==> src/rtl/fifo_rd_pkg.sv <==
// Shared types and constants for the packet-oriented FIFO read controller.
package fifo_rd_pkg;

    localparam int DATA_W_DFLT = 8;
    localparam int LEN_W_DFLT  = 8;
    localparam int SKID_DEPTH  = 2;
    localparam int OCC_W       = $clog2(SKID_DEPTH + 1);
    localparam int WORD_CNT_W  = 16;

    typedef enum logic [1:0] {
        IDLE,
        RUN,
        DRAIN
    } rd_state_t;

endpackage

==> src/rtl/fifo_rd_skid.sv <==
// Two-entry skid buffer: captures words returned by the FIFO and presents
// them in order on a valid/ready output, reporting its occupancy.
module fifo_rd_skid
    import fifo_rd_pkg::*;
#(
    parameter int DATA_W = DATA_W_DFLT
) (
    input  logic              clk,
    input  logic              reset,
    input  logic              push,
    input  logic [DATA_W-1:0] push_data,
    output logic              out_valid,
    input  logic              out_ready,
    output logic [DATA_W-1:0] out_data,
    output logic [OCC_W-1:0]  occ
);

    logic [DATA_W-1:0] ent0;
    logic [DATA_W-1:0] ent1;
    logic              pop;

    assign out_valid = (occ != '0);
    assign out_data  = ent0;
    assign pop       = out_valid && out_ready;

    always_ff @(posedge clk or negedge reset) begin
        if (!reset) begin
            // NOTE: the entries are reset only because the head word is visible
            // on the output port and must read 0 after reset; plain storage
            // arrays elsewhere would normally be left unreset.
            occ  <= '0;
            ent0 <= '0;
            ent1 <= '0;
        end else begin
            // NOTE: non-blocking assignments keep every register update in this
            // block based on pre-edge values, so ent0 <= ent1 shifts correctly.
            unique case ({push, pop})
                2'b10: begin
                    if (occ == '0) ent0 <= push_data;
                    else           ent1 <= push_data;
                    occ <= occ + OCC_W'(1);
                end
                2'b01: begin
                    ent0 <= ent1;
                    occ  <= occ - OCC_W'(1);
                end
                2'b11: begin
                    // Head leaves while a new word arrives: occupancy is unchanged.
                    if (occ == OCC_W'(1)) begin
                        ent0 <= push_data;
                    end else begin
                        ent0 <= ent1;
                        ent1 <= push_data;
                    end
                end
                default: ;
            endcase
        end
    end

endmodule

==> src/rtl/fifo_rd_ctrl.sv <==
// Packet read controller draining sync_fifo onto a valid/ready stream.
// Optional word counter enabled by defining FIFO_RD_STATS_EN.
module fifo_rd_ctrl
    import fifo_rd_pkg::*;
#(
    parameter int DATA_W = DATA_W_DFLT,
    parameter int LEN_W  = LEN_W_DFLT
) (
    input  logic                  clk,
    input  logic                  reset,
    input  logic                  start,
    input  logic [LEN_W-1:0]      len,
    output logic                  busy,
    output logic                  done,
    output logic                  fifo_rd_en,
    input  logic [DATA_W-1:0]     fifo_data,
    input  logic                  fifo_empty,
    output logic                  m_valid,
    input  logic                  m_ready,
    output logic [DATA_W-1:0]     m_data,
    output logic                  m_last,
    output logic [WORD_CNT_W-1:0] word_cnt
);

    rd_state_t          state;
    rd_state_t          next_state;
    logic [LEN_W:0]     req_left;
    logic [LEN_W:0]     out_left;
    logic [LEN_W:0]     len_load;
    logic               inflight;
    logic               pop;
    logic               final_beat;
    logic [OCC_W-1:0]   occ;
    logic [OCC_W:0]     demand;

    // A length of zero encodes the full 2^LEN_W word packet.
    assign len_load   = (len == '0) ? {1'b1, {LEN_W{1'b0}}} : {1'b0, len};
    assign pop        = m_valid && m_ready;
    assign final_beat = pop && (out_left == (LEN_W + 1)'(1));
    assign busy       = (state != IDLE);
    assign m_last     = m_valid && (out_left == (LEN_W + 1)'(1));

    // Pop only while the buffer can still absorb every word already requested.
    assign demand     = (OCC_W + 1)'(occ) + (OCC_W + 1)'(inflight);
    assign fifo_rd_en = (state == RUN) && !fifo_empty && (req_left != '0) &&
                        (demand < (OCC_W + 1)'(SKID_DEPTH) + (OCC_W + 1)'(pop));

    always_ff @(posedge clk or negedge reset) begin
        if (!reset) state <= IDLE;
        else        state <= next_state;
    end

    always_comb begin
        // NOTE: default first so every path assigns next_state and no latch forms.
        next_state = state;
        unique case (state)
            IDLE:    if (start) next_state = RUN;
            RUN:     if (fifo_rd_en && (req_left == (LEN_W + 1)'(1))) next_state = DRAIN;
            DRAIN:   if (final_beat) next_state = IDLE;
            default: next_state = IDLE;
        endcase
    end

    always_ff @(posedge clk or negedge reset) begin
        if (!reset) begin
            req_left <= '0;
            out_left <= '0;
            inflight <= 1'b0;
            done     <= 1'b0;
        end else begin
            inflight <= fifo_rd_en;
            done     <= (state == DRAIN) && final_beat;
            if (state == IDLE) begin
                if (start) begin
                    req_left <= len_load;
                    out_left <= len_load;
                end
            end else begin
                if (fifo_rd_en) req_left <= req_left - (LEN_W + 1)'(1);
                if (pop)        out_left <= out_left - (LEN_W + 1)'(1);
            end
        end
    end

    fifo_rd_skid #(
        .DATA_W (DATA_W)
    ) u_skid (
        .clk       (clk),
        .reset     (reset),
        .push      (inflight),
        .push_data (fifo_data),
        .out_valid (m_valid),
        .out_ready (m_ready),
        .out_data  (m_data),
        .occ       (occ)
    );

`ifdef FIFO_RD_STATS_EN
    logic [WORD_CNT_W-1:0] cnt;

    always_ff @(posedge clk or negedge reset) begin
        if (!reset)   cnt <= '0;
        else if (pop) cnt <= cnt + WORD_CNT_W'(1);
    end

    assign word_cnt = cnt;
`else
    assign word_cnt = '0;
`endif

endmodule

==> config.mk <==
export PLATFORM = sky130hd
export DESIGN_NAME = fifo_rd_ctrl
export DESIGN_NICKNAME = d
export VERILOG_FILES = /design/src/rtl/fifo_rd_pkg.sv /design/src/rtl/fifo_rd_skid.sv /design/src/rtl/fifo_rd_ctrl.sv
export SDC_FILE = /design/constraint.sdc
export NUM_CORES = 1
export LEC_CHECK = 0
export CAP_MARGIN = 20
export CORE_MARGIN = 2
export CORE_UTILIZATION = 35
export CTS_BUF_LIST = sky130_fd_sc_hd__clkbuf_8
export DETAILED_ROUTE_END_ITERATION = 16
export MAX_ROUTING_LAYER = met4
export PLACE_DENSITY_LB_ADDON = 0.15
export SLEW_MARGIN = 40
export SYNTH_ARGS = -nofsm -noshare
export SYNTH_HDL_FRONTEND = slang
export SYNTH_SLANG_ARGS = --single-unit
==> constraint.sdc <==
create_clock -name clk -period 2.25 [get_ports clk]
set_clock_uncertainty 0.15 [all_clocks]
set_input_delay 0.45 -clock clk [delete_from_list [all_inputs] [get_ports clk]]
set_output_delay 0.45 -clock clk [all_outputs]
set_load 0.01 [all_outputs]
==> Word-level counts from Yosys, hierarchy flattened <==
Index checks and enable logic that the tools add are counted.
{ "totals": {"register_bits": 40, "in_bits": 21, "out_inout_bits": 29, "elab_cells": 71} }
{ "classes": {"add_sub_neg": 6, "order_cmp": 1, "eq_ne": 14, "n_mux": 17, "n_reduce_logical": 25} }
{ "op_table": {"columns": ["op", "count"], "rows": [
  ["9-bit 2-to-1 mux", 6],
  ["8-bit 2-to-1 mux", 4],
  ["8-bit one-hot mux with 3 select lines", 1],
  ["9-bit by 1-bit == test with 1-bit output, second input constant", 2],
  ["9-bit by 1-bit subtractor with 9-bit output, second input constant", 2],
  ["8-bit one-hot mux with 2 select lines", 1],
  ["2-bit nonzero test", 6],
  ["9-bit nonzero test", 1],
  ["1-bit logical AND", 8],
  ["8-bit zero test", 1],
  ["2-bit != test, second input constant", 4],
  ["2-bit by 1-bit == test with 1-bit output, second input constant", 3],
  ["2-bit == test, second input constant", 3],
  ["2-bit 2-to-1 mux", 3],
  ["2-bit one-hot mux with 3 select lines", 1],
  ["2-bit AND reduction", 3],
  ["3-bit AND reduction", 2],
  ["2-bit zero test", 2],
  ["2-bit by 1-bit != test with 1-bit output, second input constant", 2],
  ["2-bit one-hot mux with 2 select lines", 1],
  ["2-bit by 1-bit adder with 3-bit output", 1],
  ["2-bit by 1-bit adder with 3-bit output, first input constant", 1],
  ["3-bit less-than comparator", 1],
  ["3-bit nonzero test", 1],
  ["3 further kinds", 3]
]} }

==> Longest topological paths before layout <==
{ "depth": {"word_depth": 8, "ltp_mapped": 9, "mapped_depth_nobuf": 9} }

==> By module <==
A second synthesis with hierarchy kept.
{ "hier_totals": {"hier_cells": 273, "hier_area_um2": 2613.8} }
{ "by_module_without_submodules": {"columns": ["mod", "instances", "cells_per_inst", "area_each_um2", "seq_area_each_um2"], "rows": [
  ["fifo_rd_ctrl", 1, 187, 1672.9, 550.5],
  ["fifo_rd_skid", 1, 86, 940.9, 450.4]
]} }

==> Worst setup path before layout <==
OpenSTA, ideal clock, no wires.
{ "synth_path": {"path_type": "register -> register", "startpoint": "register u_skid.occ[0]", "endpoint": "register u_skid.ent1[0]", "setup_ns": 0.125, "arrival_ns": 2.161, "required_ns": 1.975, "slack_ns": -0.186, "stages_incl_launch_ff": 10, "n_path_buf": 0, "period_less_slack_ns": 2.436, "cell_sequence": "dfrtp_1 inv_1 ha_1 inv_1 nand2_1 inv_1 ha_1 o21ai_0 a21oi_1 mux2_2"} }
{ "synth_between": {"elab_chain_cells": 5, "word_cells_on_any_way": 11, "classes_between": "5 x eq/ne; 1 x mux; 5 x reduce/logical"} }
{ "synth_rtl": {"columns": ["element", "line", "text"], "rows": [
  ["from (decl)", "fifo_rd_skid.sv:15", "output logic [OCC_W-1:0] occ"],
  ["from (signal assigned)", "fifo_rd_skid.sv:41", "occ <= occ + OCC_W'(1);"],
  ["from (signal assigned)", "fifo_rd_skid.sv:45", "occ <= occ - OCC_W'(1);"],
  ["2-bit nonzero test (*)", "fifo_rd_skid.sv:22", "assign out_valid = (occ != '0);"],
  ["named net m_valid", "fifo_rd_ctrl.sv:18", "output logic m_valid,"],
  ["1-bit logical AND (*)", "fifo_rd_skid.sv:24", "assign pop = out_valid && out_ready;"],
  ["2-bit == test", "fifo_rd_skid.sv:37", "unique case ({push, pop})"],
  ["2-bit != test (no line) / 2-bit nonzero test (equally long branches)", null, null],
  ["3-bit AND reduction (no line)", null, null],
  ["to (signal assigned)", "fifo_rd_skid.sv:40", "else ent1 <= push_data;"],
  ["to (signal assigned)", "fifo_rd_skid.sv:53", "ent1 <= push_data;"],
  ["to (decl)", "fifo_rd_skid.sv:19", "logic [DATA_W-1:0] ent1;"]
]} }
Mark *: on every way through the listed nets, which the timed path passes. The rest lies on a longest branch.
A chain may end at the register's enable or synchronous reset.

==> Worst setup path in the final report <==
{ "layout_path": {"startpoint": "register u_skid.occ[0]", "endpoint": "output fifo_rd_en"} }
{ "layout_between": {"elab_chain_cells": 5, "word_cells_on_any_way": 6, "classes_between": "2 x add/sub; 1 x order compare; 3 x reduce/logical"} }
{ "layout_rtl": {"columns": ["element", "line", "text"], "rows": [
  ["2-bit nonzero test", "fifo_rd_skid.sv:22", null],
  ["1-bit logical AND", "fifo_rd_ctrl.sv:38", "assign pop = m_valid && m_ready;"],
  ["2-bit by 1-bit adder with 3-bit output", "fifo_rd_ctrl.sv:46", "(demand < (OCC_W + 1)'(SKID_DEPTH) + (OCC_W + 1)'(pop));"],
  ["3-bit less-than comparator (*)", "fifo_rd_ctrl.sv:46", null],
  ["1-bit logical AND (*)", "fifo_rd_ctrl.sv:45", "assign fifo_rd_en = (state == RUN) && !fifo_empty && (req_left != '0) &&"],
  ["to (decl)", "fifo_rd_ctrl.sv:15", "output logic fifo_rd_en,"]
]} }
Every way passes the cells marked *; elsewhere a longest branch is shown, timed or not.

==> qor.csv <==
metric,value,unit
status,finished with violations,
violations,negative setup slack,
die-height,85.57,µm
wl_per_cell,13.93,µm
endpoint_kind,output pin,
antenna_found_initial,0,
fin_nets,350,
cts_sinks,40,
p_total,3901,µW
placed_cells,383,
overflow,0,
max_freq,393.6,MHz
p_per_area,1229,mW/mm²
yosysWarnings,0,
final_antenna_net_count,0,
setup_ws,-0.2905,ns
grt_max_degree,41,
n_antenna_cell,0,
drtPass1Iterations,4,
gp_congestion,0.8300,
io_buffers,33,
synth_edf_count,0,
syn_avg_cell_area,9.465,µm²
cap_violations,0,
hold_path_class,flop to flop,
path_class,flop to output pin,
ios,50,
cts.path.max_buffers,2,
ys_top_cells_by_area,"dfrtp_1, ha_1, o21ai_0",
drv_slew,0,
synth.top_cell.area_share,0.4299,
clkSlewWorstSetupHoldPaths,0.08,ns
cp-start-kind,flop,
drt-total-wl,5503,µm
ys_seq_elements,40,
yosys.area.top_type,dfrtp_1,
area_growth,36.32,%
grt_pass1_vias,1917,
ys_seq_area_frac,0.4299,
crit_arrival,1.94,ns
syn_area,0.002328,mm²
required,1.65,ns
clk_latency,0.30,ns
drc,0,
dp_hpwl,4026,µm
die_area,0.007321,mm²
r2r_cells,9,
hold_depth,2,
finalHoldViolCount,0,
fill_cells,611,
regArea,0.001001,mm²
initial_core_util,0.3646,
synth.distinct_cells,47,
ys.flop_type,dfrtp_1,
numCtsBuffers,5,
root_buffer,clkbuf_8,
multi_input_area,0.001277,mm²
grt_usage,0.1615,
drt_iter0_markers,79,
min_period,2.540,ns
syn_inst,246,
grt_first_pass_wirelength,9101,µm
worst_ir_drop_vdd,0.6522,mV
rsz0062_at_grt,true,
path_max_fanout,4,
vias_per_cell,4.972,
finalSetupViolCount,10,
tritoncts,built,
vias,1964,
num_rows,29,
drive_gt1_frac,0.2610,
die_x,85.57,µm
core_area,0.006386,mm²
power_leakage,0.001397,µW
fin_crit_sh,1.129,
htreeDepth,2,
async_flop_share,1.000,
final_cells,395,
area by class of cell:
class,instances,share of cell area
clock inverter,3,0.01458
timing repair buffer,72,0.1998
tap,77,0.03035
clock buffer,5,0.02168
multi-input combinational,186,0.4024
sequential,40,0.3153
inverter,12,0.01577
report_power, final:
group | switching, µW | internal, µW
clock network | 287 | 334
registers | 238 | 1040
logic | 957 | 1040
total | 1480 | 2420
sequential cells by signal, indices dropped and copies added (netlist names):
| register | cells |
|---|---|
| state | 2 |
| inflight | 1 |
| req_left | 9 |
| u_skid.occ | 2 |
| done | 1 |
| u_skid.ent1 | 8 |
| u_skid.out_data | 8 |
| out_left | 9 |
timing repair:
action	in CTS	in global routing
endpoints found under the setup margin	20	28
setup buffers	2	1
hold buffers	1	0
endpoints found under the hold margin	40	0
pin swaps	3	2
resized for setup	19	17
critical path, stage by stage, from the launching register on:
cell	delay, ns
dfrtp_1	0.41
ha_2	0.18
ha_2	0.16
or4b_4	0.49
a21oi_4	0.16
nand2_2	0.10
clkinv_4	0.05
buf_6	0.09
final timing paths:
check                      slack [ns]          startpoint                 end
max                             -0.29       u_skid.occ[0]          fifo_rd_en
min                              0.33  u_skid.out_data[1]  u_skid.out_data[1]
max reg2reg                     -0.22       u_skid.occ[0]         req_left[5]
min reg2reg                      0.33  u_skid.out_data[1]  u_skid.out_data[1]
max in group asynchronous        1.26               reset  u_skid.out_data[3]
min in group asynchronous        0.48               reset       u_skid.occ[1]
routing by layer:
layer  part of all wire  global-route usage
met1               0.47              0.2146
met5                  0                   -
met3              0.043             0.04235
met2               0.48              0.2500
met4             0.0049             0.03463
logic make-up after synthesis:
| logic type | after synthesis | synth area share |
|---|---|---|
| and+or+nand+nor | 77 | 0.1666 |
| AOI/OAI and AO/OA | 68 | 0.1854 |
| DFF | 40 | 0.4299 |
| buffers and inverters | 35 | 0.09188 |
| adders and majority gates | 12 | 0.06448 |
| muxes | 11 | 0.05266 |
| xor gates and xnor gates | 2 | 0.007524 |
| other | 1 | 0.001610 |
through the flow:
step | instance area (µm²) | setup slack, ns | TNS [ns] | utilization | hold WS, ns
floorplan | 2404 | -0.03075 | -0.08540 | - | 0.004409
global placement | 2937 | -0.6706 | -5.211 | 0.4598 | 0.2942
detailed placement | 2937 | -0.6520 | -4.858 | 0.4598 | 0.2932
CTS | 3119 | -0.3177 | -1.545 | 0.4884 | 0.3396
global route | 3174 | -0.3727 | -2.779 | 0.4971 | 0.3591
finish | 3174 | -0.2905 | -1.345 | 0.4971 | 0.3316
synth_stat cells (2+ instances only):
library cell / count
nor2_1: 21
a21oi_1: 16
nand2b_1: 2
inv_1: 11
nand4_1: 2
a311oi_1: 2
nand3_1: 5
o32ai_1: 2
clkbuf_1: 4
ha_1: 12
nor4_1: 6
nand2_1: 21
a221o_1: 2
a31oi_1: 3
o21ai_0: 24
and3_1: 2
buf_4: 16
dfrtp_1: 40
xnor2_1: 2
and2_1: 2
mux2_2: 10
o21a_1: 2
a22oi_1: 8
nor3_1: 8
placed cells by master, fill, tap and decap left out, types with 3 or more instances in the layout:
cell type        Yosys  routed
a21oi_1             16      15
a22oi_1              8       7
a31oi_1              3       3
buf_4               16      36
clkbuf_8             0       5
clkdlybuf4s50_1      0      28
conb_1               1      16
dfrtp_1             40      40
ha_1                12       7
ha_2                 0       3
inv_1               11       9
mux2_2              10       8
nand2_1             21      19
nand3_1              5       5
nor2_1              21      19
nor3_1               8       8
nor4_1               6       5
o21ai_0             24      18
o21ai_1              0       6
Power figures use the tool's default switching activity.
==> variant 1, RTL diff (config.mk and constraints unchanged) <==
Set the package constant `SKID_DEPTH` to 4 (it was 2).
--- a/src/rtl/fifo_rd_pkg.sv
+++ b/src/rtl/fifo_rd_pkg.sv
@@ -5,3 +5,3 @@
     localparam int LEN_W_DFLT  = 8;
-    localparam int SKID_DEPTH  = 2;
+    localparam int SKID_DEPTH  = 4;
     localparam int OCC_W       = $clog2(SKID_DEPTH + 1);
Behaviour: not the same (Yosys sat finds a counterexample within 4 cycles, from zero or initial values and one cycle with reset low).
==> variant 1 against the original RTL <==
The run still ends with setup timing left. Sequential cell count is 1 higher. Wire length increased by 16%. Worst setup slack gained 0.14 ns. Cell area increased by 15%. Count of clock-buffer cells in the layout is the same. Global-route usage increased by 1.2 points. Synthesized cell count grew 8.1%. Power grew 21%. Sequential share of layout area is 3.3 points lower. Combinational power rose by 41%. Synthesized area is 7.9% higher. Die area rose by 7.5%. Via count increased by 15%. Largest power group unchanged.
==> variant 1: results (changes against the original RTL) <==
Slowest cell on crit path dfrtp_1 (was or4b_4); compound-cell area share of the yosys netlist 19.92% (was 18.54%); largest net degree at the start of global routing 24 (was 41); GP Congestion 0.8904 (was 0.8300); non-filler cells in the finished layout 451 (was 395); area share of the leading cell type in the synthesized netlist 40.84% (was 42.99%); routed vias 2251 (was 1964); first-pass GRT wire length 10.36 mm (was 9.101 mm); HPWL Detailed 4.518 mm (was 4.026 mm); setup repair bufs after CTS 3 (was 2); reg2reg setup slack -0.02 ns (was -0.22 ns); status complete, but fails checks (unchanged); post-synthesis instance total 266 (was 246); final-report setup violation count 10 (unchanged); vias in the first global route 2207 (was 1917); failing checks setup timing (unchanged); Static Leakage 1.599 nW (was 1.397 nW); mux share of post-synthesis cell area 4.781% (was 5.266%); WP data arrival 1.80 ns (was 1.94 ns); Final Worst Setup Slack -0.1518 ns (was -0.2905 ns); critical path peak fanout 2 (was 4); nets@finish 389 (was 350); Synth top cells by count dfrtp_1 (41), nor2_1 (24), o21ai_0 (22) (was dfrtp_1 (40), o21ai_0 (24), nand2_1 (21), nor2_1 (21)); met2 WL 2.950 mm (was 2.633 mm); routed wl met3 290 um (was 235 um); Peak VDD IR 0.0004553 V (was 0.0006522 V); PostCTS Resize Cnt 26 (was 19); Iter 0 DRT Violations 94 (was 79); Seq/Total Area, Yosys 40.84% (was 42.99%); largest cells by area after synthesis dfrtp_1 (41%), ha_1 (7.0%), buf_4 (4.8%) (was dfrtp_1 (43%), ha_1 (6.4%), o21ai_0 (5.2%)); share of layout cells above drive strength 1 31.27% (was 26.10%); Net Sw Power 1.771 mW (was 1.481 mW); # placed instances 433 (was 383); Met1 Wirelength 3.022 mm (was 2.605 mm); H-tree levels 2 (unchanged); fillcell total 642 (was 611)
[variant 1: cell types whose count changed after synthesis, sizes merged, moves of 3 or more]
cell,before,now
nor4,7,4
a22oi,8,11
o22a,0,3
nor2,21,24
a211oi,1,4
nand2,22,17
nor3,8,12
nor2b,0,3
[variant 1: worst paths after layout]
kind                                 endpoint  depth (start not counted)
min in group asynchronous  u_skid.out_data[1]                          2
hold reg to reg            u_skid.out_data[1]                          2
setup reg to reg               u_skid.ent1[1]                         11
hold / removal             u_skid.out_data[1]                          2
max in group asynchronous            inflight                          3
setup / recovery                   fifo_rd_en                          6
[variant 1: cell type report]
| cell class | instances | area, um^2 | area share [%] |
|---|---|---|---|
| Tap cell | 96 | 120.1 | 3.297 |
| Timing Repair Buffer | 91 | 835.8 | 22.94 |
| Sequential cell | 41 | 1027 | 28.19 |
| Clock buffer | 5 | 68.82 | 1.889 |
| Multi-Input combinational cell | 203 | 1495 | 41.04 |
| Inverter | 12 | 50.05 | 1.374 |
| Clock inverter | 3 | 46.29 | 1.271 |
[variant 1: metrics by stage]
step / utilization (%) / setup WS (ns) / power (mW) / cell area [um^2] / TNS (ns)
after global placement: 48.11 / -0.5595 / 3.663 / 3304 / -5.344
final: 53.04 / -0.1518 / 4.712 / 3643 / -0.2655
after CTS: 51.44 / -0.2412 / 4.508 / 3533 / -0.9935
after global routing: 53.04 / -0.2581 / 5.066 / 3643 / -1.989
after floorplan: - / -0.08393 / 2.621 / 2601 / -0.9283
after detailed placement: 48.11 / -0.5303 / 3.705 / 3304 / -5.316
[variant 1: layer usage]
metal | up-vias | GRT usage, %
met5 | - | -
met4 | 0 | 4.959
met2 | 58 | 27.75
li1 | 1113 | -
met3 | 13 | 2.892
met1 | 1067 | 22.74
==> variant 2, RTL diff (same flow settings) <==
Without the edit above. The 3 states of `rd_state_t` get a one-hot encoding in 3 bits.
--- a/src/rtl/fifo_rd_pkg.sv
+++ b/src/rtl/fifo_rd_pkg.sv
@@ -9,6 +9,6 @@
 
-    typedef enum logic [1:0] {
-        IDLE,
-        RUN,
-        DRAIN
+    typedef enum logic [2:0] {
+        IDLE  = 3'b001,
+        RUN   = 3'b010,
+        DRAIN = 3'b100
     } rd_state_t;
Formal check against the unedited RTL: no difference found for any inputs over 4 cycles, from zero or initial values and one cycle with reset low; so few cycles prove little.
==> variant 2 against the original RTL <==
The flow still finishes with violations (setup timing). Die area grew 2.9%. Worst setup slack better by 0.044 ns. Count of clock-buffer cells in the layout is the same. Cell area grew 4.3%. Synthesized area is 3.1% higher. Critical path type unchanged. Critical endpoint unchanged. Critical path depth down 1. Combinational power rose by 9%. Power up 4.5%. Wire length is 5.8% higher. Sequential cell count is 1 higher.
==> variant 2: results (changes against the original RTL) <==
total negative slack -1.779 ns (was -1.345 ns); failing checks setup timing (unchanged); grt met3 use 3.238% (was 4.235%); HPWL Detailed 4.291 mm (was 4.026 mm); status complete, but fails checks (unchanged); met1 Track Usage GR 24.07% (was 21.46%); Synth top cells by count dfrtp_1 (40), nand2_1 (30), o21ai_0 (22) (was dfrtp_1 (40), o21ai_0 (24), nand2_1 (21), nor2_1 (21)); Post-Place Cell Area 3057 um^2 (was 2937 um^2); Slowest cell on crit path dfrtp_1 (was or4b_4); GR Util met2 24.77% (was 25.00%); Final Worst Setup Slack -0.2469 ns (was -0.2905 ns); routed wl met3 229 um (was 235 um); Avg WL per Cell 14.03 um (was 13.93 um); final-report setup violation count 23 (was 10); Static Leakage 1.453 nW (was 1.397 nW); GP Congestion 0.8848 (was 0.8300); Clk pwr share 14.8% (was 15.9%); # placed instances 401 (was 383); met2 WL 2.646 mm (was 2.633 mm); max incr delay on CP 0.42 ns (was 0.49 ns); non-filler cells in the finished layout 415 (was 395); fin area 3312 um^2 (was 3174 um^2); Hold Crit Class primary input to async pin (was flop to flop); critical path peak fanout 2 (was 4); Seq/Total Area, Yosys 42.81% (was 42.99%); share of layout cells above drive strength 1 27.16% (was 26.10%); post-synthesis instance total 254 (was 246); reg2reg setup slack -0.15 ns (was -0.22 ns); first-pass GRT wire length 9.770 mm (was 9.101 mm); GR Util All Layers 17.16% (was 16.15%); sw frac 38.46% (was 37.96%); TritonCTS buffer count 5 (unchanged); Iter 0 DRT Violations 87 (was 79); hold_ws 0.06200 ns (was 0.3316 ns); internal power 2.510 mW (was 2.420 mW); nets@finish 367 (was 350); Setup WS pre-CTS -0.6626 ns (was -0.6520 ns); post-synthesis xor/xnor area fraction 0.7299% (was 0.7523%); Adder-Cell Fraction of Synth Area 6.257% (was 6.448%); compound-cell area share of the yosys netlist 19.24% (was 18.54%); Clk pin slew, worst setup/hold paths 0.08 ns (about the same); routed vias 2102 (was 1964); largest cells by area after synthesis dfrtp_1 (42%), ha_1 (6.3%), buf_4 (5.0%) (was dfrtp_1 (43%), ha_1 (6.4%), o21ai_0 (5.2%)); Peak VDD IR 0.0005100 V (was 0.0006522 V); fillcell total 630 (was 611)
-- variant 2: cell count changes in the layout (fill, tap and decap cells not counted), sizes merged, moves of 4 or more --
| cell | change |
|---|---|
| nand2 | +9 |
| a21oi | -7 |
| buf | +7 |
| nor2 | -4 |
| nor3b | +4 |
-- variant 2: what timing repair did --
item,CTS,global route
resized for setup,18,21
setup endpoints to repair,16,30
pin swaps,8,4
buffers inserted,4,3
-- variant 2: final timing paths --
path                                     from                 end
max in group asynchronous               reset         req_left[2]
max                                  inflight          fifo_rd_en
max reg2reg                          inflight         req_left[3]
min                                     reset            state[1]
min reg2reg                u_skid.out_data[1]  u_skid.out_data[1]
min in group clk           u_skid.out_data[1]  u_skid.out_data[1]
-- variant 2: layout make-up --
class	instances	share of cell area (%)
Clock buffer	5	2.078
Sequential cell	41	31.02
Timing Repair Buffer	78	20.17
Inverter	14	1.587
Multi-Input combinational cell	194	40.73
Tap cell	80	3.022
Clock inverter	3	1.398
